--- src/rtl/spi_master_pkg.sv ---
// Shared definitions for the SPI initiator: frame geometry, R/W encoding and FSM states.
package spi_master_pkg;

   localparam int   SPI_ADDRW      = 7;
   localparam int   SPI_DATAW      = 8;
   localparam int   SPI_FRAME_BITS = SPI_ADDRW + 1 + SPI_DATAW;
   localparam logic SPI_READ       = 1'b1;

   typedef enum logic [1:0] {
      ST_IDLE  = 2'd0,
      ST_SHIFT = 2'd1,
      ST_HOLD  = 2'd2,
      ST_DONE  = 2'd3
   } spi_state_e;

endpackage

--- src/rtl/spi_master_if.sv ---
// Host-side handshake and SPI pin bundle for spi_master.
interface spi_master_if #(
   parameter int ADDRW = 7,
   parameter int DATAW = 8
);
   logic             start;
   logic             rw;
   logic [ADDRW-1:0] addr;
   logic [DATAW-1:0] wdata;
   logic             busy;
   logic             done;
   logic [DATAW-1:0] rdata;
   logic             sclk;
   logic             cs;
   logic             mosi;
   logic             miso;

   modport master (
      input  start, rw, addr, wdata, miso,
      output busy, done, rdata, sclk, cs, mosi
   );

   modport slave (
      output start, rw, addr, wdata, miso,
      input  busy, done, rdata, sclk, cs, mosi
   );
endinterface

--- src/rtl/spi_master_clkgen.sv ---
// SPI clock generator: toggles sclk every CLKDIV clk cycles while enabled, idles low otherwise.
module spi_master_clkgen #(
   parameter int CLKDIV = 4
) (
   input  logic clk,
   input  logic reset,
   input  logic enable,
   output logic sclk,
   output logic rise_strobe,
   output logic fall_strobe
);
   localparam logic [7:0] RELOAD = 8'(CLKDIV - 1);

   logic [7:0] cnt_q, cnt_d;
   logic       sclk_q, sclk_d;
   logic       tick;

   always_comb begin
      cnt_d  = cnt_q;
      sclk_d = sclk_q;
      tick   = enable && (cnt_q == '0);
      if (!enable) begin
         cnt_d  = RELOAD;
         sclk_d = 1'b0;
      end else if (tick) begin
         cnt_d  = RELOAD;
         sclk_d = !sclk_q;
      end else begin
         cnt_d  = cnt_q - 1'b1;
      end
   end

   // strobes mark the clk edge at which sclk changes, so users act in lockstep
   assign rise_strobe = tick && !sclk_q;
   assign fall_strobe = tick && sclk_q;
   assign sclk        = sclk_q;

   always_ff @(posedge clk) begin
      if (reset) begin
         cnt_q  <= '0;
         sclk_q <= 1'b0;
      end else begin
         cnt_q  <= cnt_d;
         sclk_q <= sclk_d;
      end
   end
endmodule

--- src/rtl/spi_master.sv ---
// SPI mode-0 initiator: one {addr, rw, data} frame per start, read data captured into rdata.
//   state | meaning
//   IDLE  | cs high, waiting for start
//   SHIFT | cs low, 32 sclk half-periods shifting the frame
//   HOLD  | cs low, sclk low for CLKDIV cycles after the last edge
//   DONE  | one cycle, cs high, done pulse, rdata updated on reads
module spi_master
   import spi_master_pkg::*;
#(
   parameter int CLKDIV = 4,
   parameter int ADDRW  = SPI_ADDRW,
   parameter int DATAW  = SPI_DATAW
) (
   input logic          clk,
   input logic          reset,
   spi_master_if.master bus
);
   localparam int             FRAMEW      = ADDRW + 1 + DATAW;
   localparam int             EDGEW       = $clog2(2 * FRAMEW);
   localparam logic [EDGEW-1:0] LAST_EDGE = EDGEW'(2 * FRAMEW - 1);
   localparam logic [7:0]     HOLD_RELOAD = 8'(CLKDIV - 1);

   spi_state_e       state_q, state_d;
   logic [FRAMEW-1:0] tx_q, tx_d;
   logic [DATAW-1:0]  rx_q, rx_d;
   logic [DATAW-1:0]  rdata_q, rdata_d;
   logic              rw_q, rw_d;
   logic [EDGEW-1:0]  edge_q, edge_d;
   logic [7:0]        hold_q, hold_d;
   logic              sclk, rise, fall;

   spi_master_clkgen #(.CLKDIV(CLKDIV)) u_clkgen (
      .clk         (clk),
      .reset       (reset),
      .enable      (state_q == ST_SHIFT),
      .sclk        (sclk),
      .rise_strobe (rise),
      .fall_strobe (fall)
   );

   always_comb begin
      state_d = state_q;
      tx_d    = tx_q;
      rx_d    = rx_q;
      rdata_d = rdata_q;
      rw_d    = rw_q;
      edge_d  = edge_q;
      hold_d  = hold_q;
      case (state_q)
         ST_IDLE: begin
            if (bus.start) begin
               state_d = ST_SHIFT;
               rw_d    = bus.rw;
               // reads send zeros in the data phase
               tx_d    = {bus.addr, bus.rw, bus.wdata & {DATAW{bus.rw != SPI_READ}}};
               rx_d    = '0;
               edge_d  = '0;
            end
         end
         ST_SHIFT: begin
            if (rise) begin
               rx_d   = {rx_q[DATAW-2:0], bus.miso};
               edge_d = edge_q + 1'b1;
            end
            if (fall) begin
               if (edge_q == LAST_EDGE) begin
                  state_d = ST_HOLD;
                  tx_d    = '0;
                  edge_d  = '0;
                  hold_d  = HOLD_RELOAD;
               end else begin
                  tx_d   = {tx_q[FRAMEW-2:0], 1'b0};
                  edge_d = edge_q + 1'b1;
               end
            end
         end
         ST_HOLD: begin
            if (hold_q == '0) begin
               state_d = ST_DONE;
               if (rw_q == SPI_READ) rdata_d = rx_q;
            end else begin
               hold_d = hold_q - 1'b1;
            end
         end
         ST_DONE: state_d = ST_IDLE;
         default: state_d = ST_IDLE;
      endcase
   end

   always_ff @(posedge clk) begin
      if (reset) begin
         state_q <= ST_IDLE;
         tx_q    <= '0;
         rx_q    <= '0;
         rdata_q <= '0;
         rw_q    <= 1'b0;
         edge_q  <= '0;
         hold_q  <= '0;
      end else begin
         state_q <= state_d;
         tx_q    <= tx_d;
         rx_q    <= rx_d;
         rdata_q <= rdata_d;
         rw_q    <= rw_d;
         edge_q  <= edge_d;
         hold_q  <= hold_d;
      end
   end

   assign bus.cs    = !((state_q == ST_SHIFT) || (state_q == ST_HOLD));
   assign bus.busy  = (state_q == ST_SHIFT) || (state_q == ST_HOLD);
   assign bus.done  = (state_q == ST_DONE);
   assign bus.rdata = rdata_q;
   assign bus.sclk  = sclk;
   assign bus.mosi  = tx_q[FRAMEW-1];
endmodule
--- src/flat_wrapper.sv ---
// flat-port wrapper written by rule: the top's interface ports become plain ports
module spi_master_flat import spi_master_pkg::*;
#(
   parameter int CLKDIV = 4,
   parameter int ADDRW  = SPI_ADDRW,
   parameter int DATAW  = SPI_DATAW
)
  (clk, reset, bus_start, bus_rw, bus_addr, bus_wdata, bus_miso, bus_busy, bus_done, bus_rdata, bus_sclk, bus_cs, bus_mosi);
  spi_master_if #(.ADDRW(ADDRW), .DATAW(DATAW)) bus_i ();
  input logic clk;
  input logic reset;
  input wire logic [$bits(bus_i.start)-1:0] bus_start;
  input wire logic [$bits(bus_i.rw)-1:0] bus_rw;
  input wire logic [$bits(bus_i.addr)-1:0] bus_addr;
  input wire logic [$bits(bus_i.wdata)-1:0] bus_wdata;
  input wire logic [$bits(bus_i.miso)-1:0] bus_miso;
  output wire logic [$bits(bus_i.busy)-1:0] bus_busy;
  output wire logic [$bits(bus_i.done)-1:0] bus_done;
  output wire logic [$bits(bus_i.rdata)-1:0] bus_rdata;
  output wire logic [$bits(bus_i.sclk)-1:0] bus_sclk;
  output wire logic [$bits(bus_i.cs)-1:0] bus_cs;
  output wire logic [$bits(bus_i.mosi)-1:0] bus_mosi;
  assign bus_i.start = bus_start;
  assign bus_i.rw = bus_rw;
  assign bus_i.addr = bus_addr;
  assign bus_i.wdata = bus_wdata;
  assign bus_i.miso = bus_miso;
  assign bus_busy = bus_i.busy;
  assign bus_done = bus_i.done;
  assign bus_rdata = bus_i.rdata;
  assign bus_sclk = bus_i.sclk;
  assign bus_cs = bus_i.cs;
  assign bus_mosi = bus_i.mosi;
  spi_master #(.CLKDIV(CLKDIV), .ADDRW(ADDRW), .DATAW(DATAW)) u_core (.clk(clk), .reset(reset), .bus(bus_i));
endmodule
--- config.mk ---
export PLATFORM = sky130hd
export DESIGN_NAME = spi_master_flat
export DESIGN_NICKNAME = d
export VERILOG_FILES = /design/src/rtl/spi_master_pkg.sv /design/src/rtl/spi_master_if.sv /design/src/rtl/spi_master_clkgen.sv /design/src/rtl/spi_master.sv /design/src/flat_wrapper.sv
export SDC_FILE = /design/constraint.sdc
export NUM_CORES = 1
export LEC_CHECK = 0
export CAP_MARGIN = 0
export CORE_ASPECT_RATIO = 1.2
export CORE_UTILIZATION = 40
export CTS_CLUSTER_SIZE = 16
export DETAILED_ROUTE_END_ITERATION = 12
export HOLD_SLACK_MARGIN = 0.15
export SYNTH_ARGS = -nofsm -noshare
export SYNTH_HDL_FRONTEND = slang
export SYNTH_HIERARCHICAL = 1
export SYNTH_SLANG_ARGS = --single-unit
--- constraint.sdc ---
create_clock -name clk -period 6.9 [get_ports clk]
set_input_delay 2.07 -clock clk [delete_from_list [all_inputs] [get_ports clk]]
set_output_delay 2.07 -clock clk [all_outputs]
set_load 0.02 [all_outputs]
==> flow_metrics.py, run 1 <==
metrics = {
    "pwr": {
        "internal-power_w": 0.000852,
        "leakage_nw": 1.20,
        "pwr-share-comb_pct": 40.1,
        "power_density_mw_per_mm2": 407,
        "p_sw_share_pct": 37.3,
        "peakVddDrop_mv": 0.216,
        "power.switching_w": 0.000507,
        "sequentialPowerShare_pct": 34.1,
        "clkPwrFrac_pct": 25.9,
    },
    "placement": {
        "place_ws_ps": 2700,
        "numPortBuffers": 32,
        "place_area_mm2": 0.00311,
        "dpl.hpwl_mm": 3.62,
        "gp_congestion": 0.753,
    },
    "floorplanning": {
        "row_count": 32,
        "die_h_um": 92.9,
        "die_area_mm2": 0.00722,
        "start_util_pct": 42.2,
        "ios": 33,
        "die_w_um": 77.7,
        "core_area_mm2": 0.00653,
    },
    "clock_tree": {
        "postCtsHoldBufs": 0,
        "post_cts_buffers": 0,
        "h-tree-depth": 3,
        "numCtsBuffers": 9,
        "cts_buffer_depth": 2,
        "cts_tree": "done",
        "clkLatencyLatePin_ps": 330,
        "cts.sinks": 57,
        "path_clk_slew_ps": 70,
        "cts.repair.resized": 0,
        "cts_root_buffer": "clkbuf_8",
    },
    "timing": {
        "finalSetupViolations": 0,
        "finalCriticalPeriod_ps": 3880,
        "period_share_pct": 56.3,
        "max_freq_mhz": 258,
        "slew_headroom_pct": 14.8,
        "worst_slack_ps": 3020,
        "hold_violations": 0,
        "slew_viol_final": 0,
        "rsz0062_at_grt": "false",
        "skew_ps": 7.84,
        "finalSetupTns_ps": 0,
        "worst_pin_slew_ps": 1280,
    },
    "worst_setup_path": {
        "critPathTopFamily": "compound AO/OA/AOI/OAI gates",
        "cp-end-kind": "flip-flop",
        "critPathSlowestCell": "a21oi_2",
        "max_stage_delay_ps": 950,
        "crit_fanout": 31,
        "cp.required_ps": 7130,
        "timing.rr.start": "u_core/state_q[1]",
        "path_cells": "clkdlybuf4s50_1, mux2i_1, a21oi_2, nor2_1, a311oi_1",
        "cp-startpoint": "bus_start",
        "crit_buf_inv": 1,
        "critical_path_class": "input pin to flip-flop",
        "arrival_ps": 4120,
        "startpoint_type": "input pin",
    },
    "global_route": {
        "grt_max_degree": 49,
        "overflow": 0,
        "grt_pass1_vias": 2199,
        "grt_use_total_pct": 16.6,
        "grt_pass1_wl_mm": 9.49,
        "antenna_found_initial": 0,
    },
    "finish": {
        "finish.utilization_pct": 51.2,
        "layout-drive-gt1-share_pct": 8.12,
        "antenna_cells": 0,
        "stdcell_area_mm2": 0.00334,
        "syn2layout_area_growth_pct": 21.3,
        "final_nets": 371,
    },
    "detailed_routing": {
        "vias": 2342,
        "wl_per_cell_um": 12.8,
        "routed_wl_mm": 5.51,
        "via_per_inst": 5.45,
        "drt-initial-drc-count": 66,
        "detail-route-antenna-nets": 0,
        "drc": 0,
        "first_pass_iters": 4,
    },
    "synth": {
        "syn_nets": 344,
        "syn_area_per_cell_um2": 8.80,
        "synth.top_cells.by_count": "dfxtp_1, nor2_1, a21oi_1, inv_1",
        "synth.distinct_cells": 49,
        "synthCells": 313,
        "yosys.area.top_type_share_pct": 41.4,
        "synth_most_common_cell": "dfxtp_1",
        "synth.cell_area_mm2": 0.00275,
        "synth-seq-cells": 57,
        "synth_edf_count": 0,
        "synth_area_leaders": "dfxtp_1, nor2_1, ha_1",
        "synth_area_leader_cell": "dfxtp_1",
        "yosys_most_used_dff": "dfxtp_1",
        "synthArstFlopShare_pct": 0,
        "synth_warnings": 6,
        "ys_seq_area_share_pct": 41.4,
    },
    "worst_hold_path": {
        "hold_start": "u_core/rw_q",
        "hp-class": "flip-flop to flip-flop",
    },
    "outcome": {
        "status": "finished, final reports clean",
    },
    "job": {
        "cap_violations": 0,
    },
}
==> metal layers <==
layer / global-route usage (%) / vias to the layer above / part of all wire, %
met5: 0 / - / 0
met3: 4.43 / 6 / 2.1
li1: - / 1198 / -
met2: 27.5 / 29 / 47
met4: 8.49 / 0 / 1.3
met1: 19.6 / 1109 / 49
==> final cells by class <==
| type | count | area, µm² |
|---|---|---|
| sequential | 57 | 1140 |
| inverter | 19 | 71.3 |
| clock buffer | 11 | 151 |
| clock inverter | 5 | 77.6 |
| timing repair buffer | 34 | 335 |
| tap | 85 | 106 |
| multi-input combinational | 219 | 1460 |
| fill | 632 | 3190 |
==> final timing paths <==
check | depth (start not counted) | to | slack (ps)
setup / recovery | 5 | u_core/tx_q[9] | 3020
setup reg to reg | 10 | u_core/tx_q[9] | 3150
hold / removal | 2 | u_core/rw_q | 460
hold reg to reg | 2 | u_core/rw_q | 460
==> flip-flops by register name (all words and copies together), names as in the netlist <==
| register | count |
|---|---|
| u_core/u_clkgen/sclk | 1 |
| u_core/rx_q | 8 |
| u_core/bus.rdata | 8 |
| u_core/u_clkgen/cnt_q | 8 |
| u_core/hold_q | 8 |
| u_core/edge_q | 5 |
| u_core/rw_q | 1 |
| u_core/state_q | 2 |
| u_core/tx_q | 16 |
==> per-stage QoR <==
step                std cells  total power [W]  hold WS (ps)
floorplan                 313         0.000898           432
global placement          414          0.00101           438
detailed placement        414          0.00101           447
CTS                       430          0.00137           454
global route              430          0.00146           487
finish                    430          0.00136           456
==> layout by cell type (no fill, tap or decap), types with 7 or more instances in the layout <==
cell,instances
a32oi_1,7
a211oi_1,11
a311oi_1,12
nand2_1,14
nor3_1,10
nand2b_1,10
dfxtp_1,57
nand4_1,8
nor2_1,38
nand3_1,14
inv_1,19
clkdlybuf4s50_1,32
ha_1,11
clkbuf_8,11
mux2i_1,10
a21oi_1,21
==> cell families after synthesis <==
group	Yosys count	share of synthesized area (%)
simple gates	120	23.6
compound gates	74	19.2
flops	57	41.4
buf+inv	37	5.77
mux	11	4.04
fa+ha+maj	11	5.00
xor+xnor	3	0.954
==> power by group through the flow <==
stage,registers (W),logic (W),clock network (W)
after global placement,0.000470,0.000538,0
after global routing,0.000475,0.000604,0.000379
after detailed placement,0.000470,0.000544,0
final,0.000463,0.000545,0.000352
after CTS,0.000463,0.000548,0.000363
after floorplan,0.000462,0.000436,0
==> tightest hold or removal path, delay by kind of cell (launching register included) <==
| kind | cells | cell delay (ps) |
|---|---|---|
| AO/OA/AOI/OAI | 1 | 50 |
| AND/OR/NAND/NOR | 1 | 50 |
| flip-flops | 1 | 310 |
Power figures use the tool's default switching activity.
==> run 2, diff against run 1 <==
Clock period 6.9 ns to 3.6 ns, I/O delays scaled along.
==> flow_metrics.py, run 2 (synthesis results as in run 1) <==
metrics = {
    "placement": {
        "numPortBuffers": 32,
        "gp_congestion": 0.785,
        "dpl.hpwl_mm": 3.71,
        "place_area_mm2": 0.00313,
    },
    "worst_setup_path": {
        "critical_path_class": "flip-flop to primary output",
        "r2r_cells": 7,
        "cp.required_ps": 2520,
        "startpoint_type": "flip-flop",
        "cp-end-kind": "primary output",
        "reg2reg_slack_ps": 930,
        "timing.rr.start": "u_core/u_clkgen/cnt_q[3]",
        "crit_fanout": 4,
        "cp-startpoint": "u_core/state_q[0]",
        "arrival_ps": 1800,
        "cp-endpoint": "bus_cs",
        "r2r-end": "u_core/hold_q[7]",
    },
    "job": {
        "cap_violations": 0,
    },
    "worst_hold_path": {
        "hold_start": "u_core/rw_q",
        "hp-class": "flip-flop to flip-flop",
    },
    "timing": {
        "finalSetupViolations": 0,
        "timing.hold.ws_ps": 459,
        "skew_ps": 9.79,
        "slew_viol_final": 0,
        "rsz0062_at_grt": "false",
        "slew_headroom_pct": 51.9,
        "period_share_pct": 80.1,
        "worst_pin_slew_ps": 715,
        "max_freq_mhz": 347,
        "finalSetupTns_ps": 0,
        "hold_violations": 0,
        "finalCriticalPeriod_ps": 2880,
    },
    "clock_tree": {
        "cts.sinks": 57,
        "h-tree-depth": 3,
        "postCtsHoldBufs": 0,
        "cts_tree": "done",
        "cts.repair.resized": 0,
        "clkLatencyLatePin_ps": 340,
        "path_clk_slew_ps": 60,
        "numCtsBuffers": 9,
        "cts_buffer_depth": 2,
        "cts_root_buffer": "clkbuf_8",
        "post_cts_buffers": 0,
    },
    "floorplanning": {
        "die_area_mm2": 0.00722,
        "core_area_mm2": 0.00653,
        "row_count": 32,
        "ios": 33,
        "die_w_um": 77.7,
        "start_util_pct": 42.2,
        "die_h_um": 92.9,
    },
    "pwr": {
        "power_density_mw_per_mm2": 784,
        "leakage_nw": 1.22,
        "peakVddDrop_mv": 0.426,
    },
    "finish": {
        "ff_latch_area_mm2": 0.00114,
        "antenna_cells": 0,
        "multi_input_area_mm2": 0.00146,
        "layout_commonest_cell": "dfxtp_1",
        "syn2layout_area_growth_pct": 22.2,
        "stdcell_area_mm2": 0.00337,
        "largest_reg_flops": 16,
        "final_nets": 373,
        "layout-drive-gt1-share_pct": 8.65,
        "fillers": 645,
        "mostFrequentLayoutCells": "dfxtp_1, nor2_1, clkdlybuf4s50_1",
        "largest-register": "u_core/tx_q",
    },
    "global_route": {
        "grt_pass1_wl_mm": 9.72,
        "grt_use_total_pct": 17.0,
        "grt_pass1_vias": 2215,
        "grt_max_degree": 48,
        "antenna_found_initial": 0,
        "overflow": 0,
    },
    "detailed_routing": {
        "first_pass_iters": 4,
        "vias": 2375,
        "detail-route-antenna-nets": 0,
        "routed_wl_mm": 5.57,
        "wl_per_cell_um": 12.9,
        "via_per_inst": 5.50,
        "drt-initial-drc-count": 74,
        "drc": 0,
    },
    "outcome": {
        "status": "finished, final reports clean",
    },
}
## run 2: worst max-delay path: stages, from the launching register on
cell             delay, ps
dfxtp_1                370
inv_1                  110
ha_1                   330
inv_1                   70
clkdlybuf4s50_1        590
## run 2: layout make-up
cell class	count	area share [%]
clock buffers	12	4.91
clock inverters	4	2.19
inverters	19	2.12
multi-input cells	219	43.3
flip-flops and latches	57	33.9
well taps	85	3.16
repair buffers	36	10.4
## run 2: metrics by stage
step	total power [W]	setup slack, ps	std cells	util [%]
after floorplan	0.00172	976	313	-
after global placement	0.00193	750	416	47.9
after detailed placement	0.00195	727	416	47.9
after CTS	0.00266	709	432	51.6
after global routing	0.00283	633	432	51.6
final	0.00264	716	432	51.6
## run 2: where the power goes
part	internal, W	switching [W]	total (W)
registers	0.000781	0.000111	0.000891
clock network	0.000446	0.000254	0.000700
logic	0.000435	0.000611	0.00105
## run 2: worst min-delay path by stage
stage,endpoint,cells past startpoint
2_1_floorplan,u_core/rx_q[7],2
3_3_place_gp,u_core/rw_q,2
3_5_place_dp,u_core/rw_q,2
4_1_cts,u_core/rw_q,2
5_1_grt,u_core/rw_q,2
6_report,u_core/rw_q,2
## run 2: layer usage
metal / wire (µm) / part of all wire (%) / global-route usage [%]
met1: 2670 / 48 / 20.4
met5: 0 / 0 / 0
met4: 112 / 2.0 / 8.49
met2: 2610 / 47 / 28.2
met3: 172 / 3.1 / 3.84
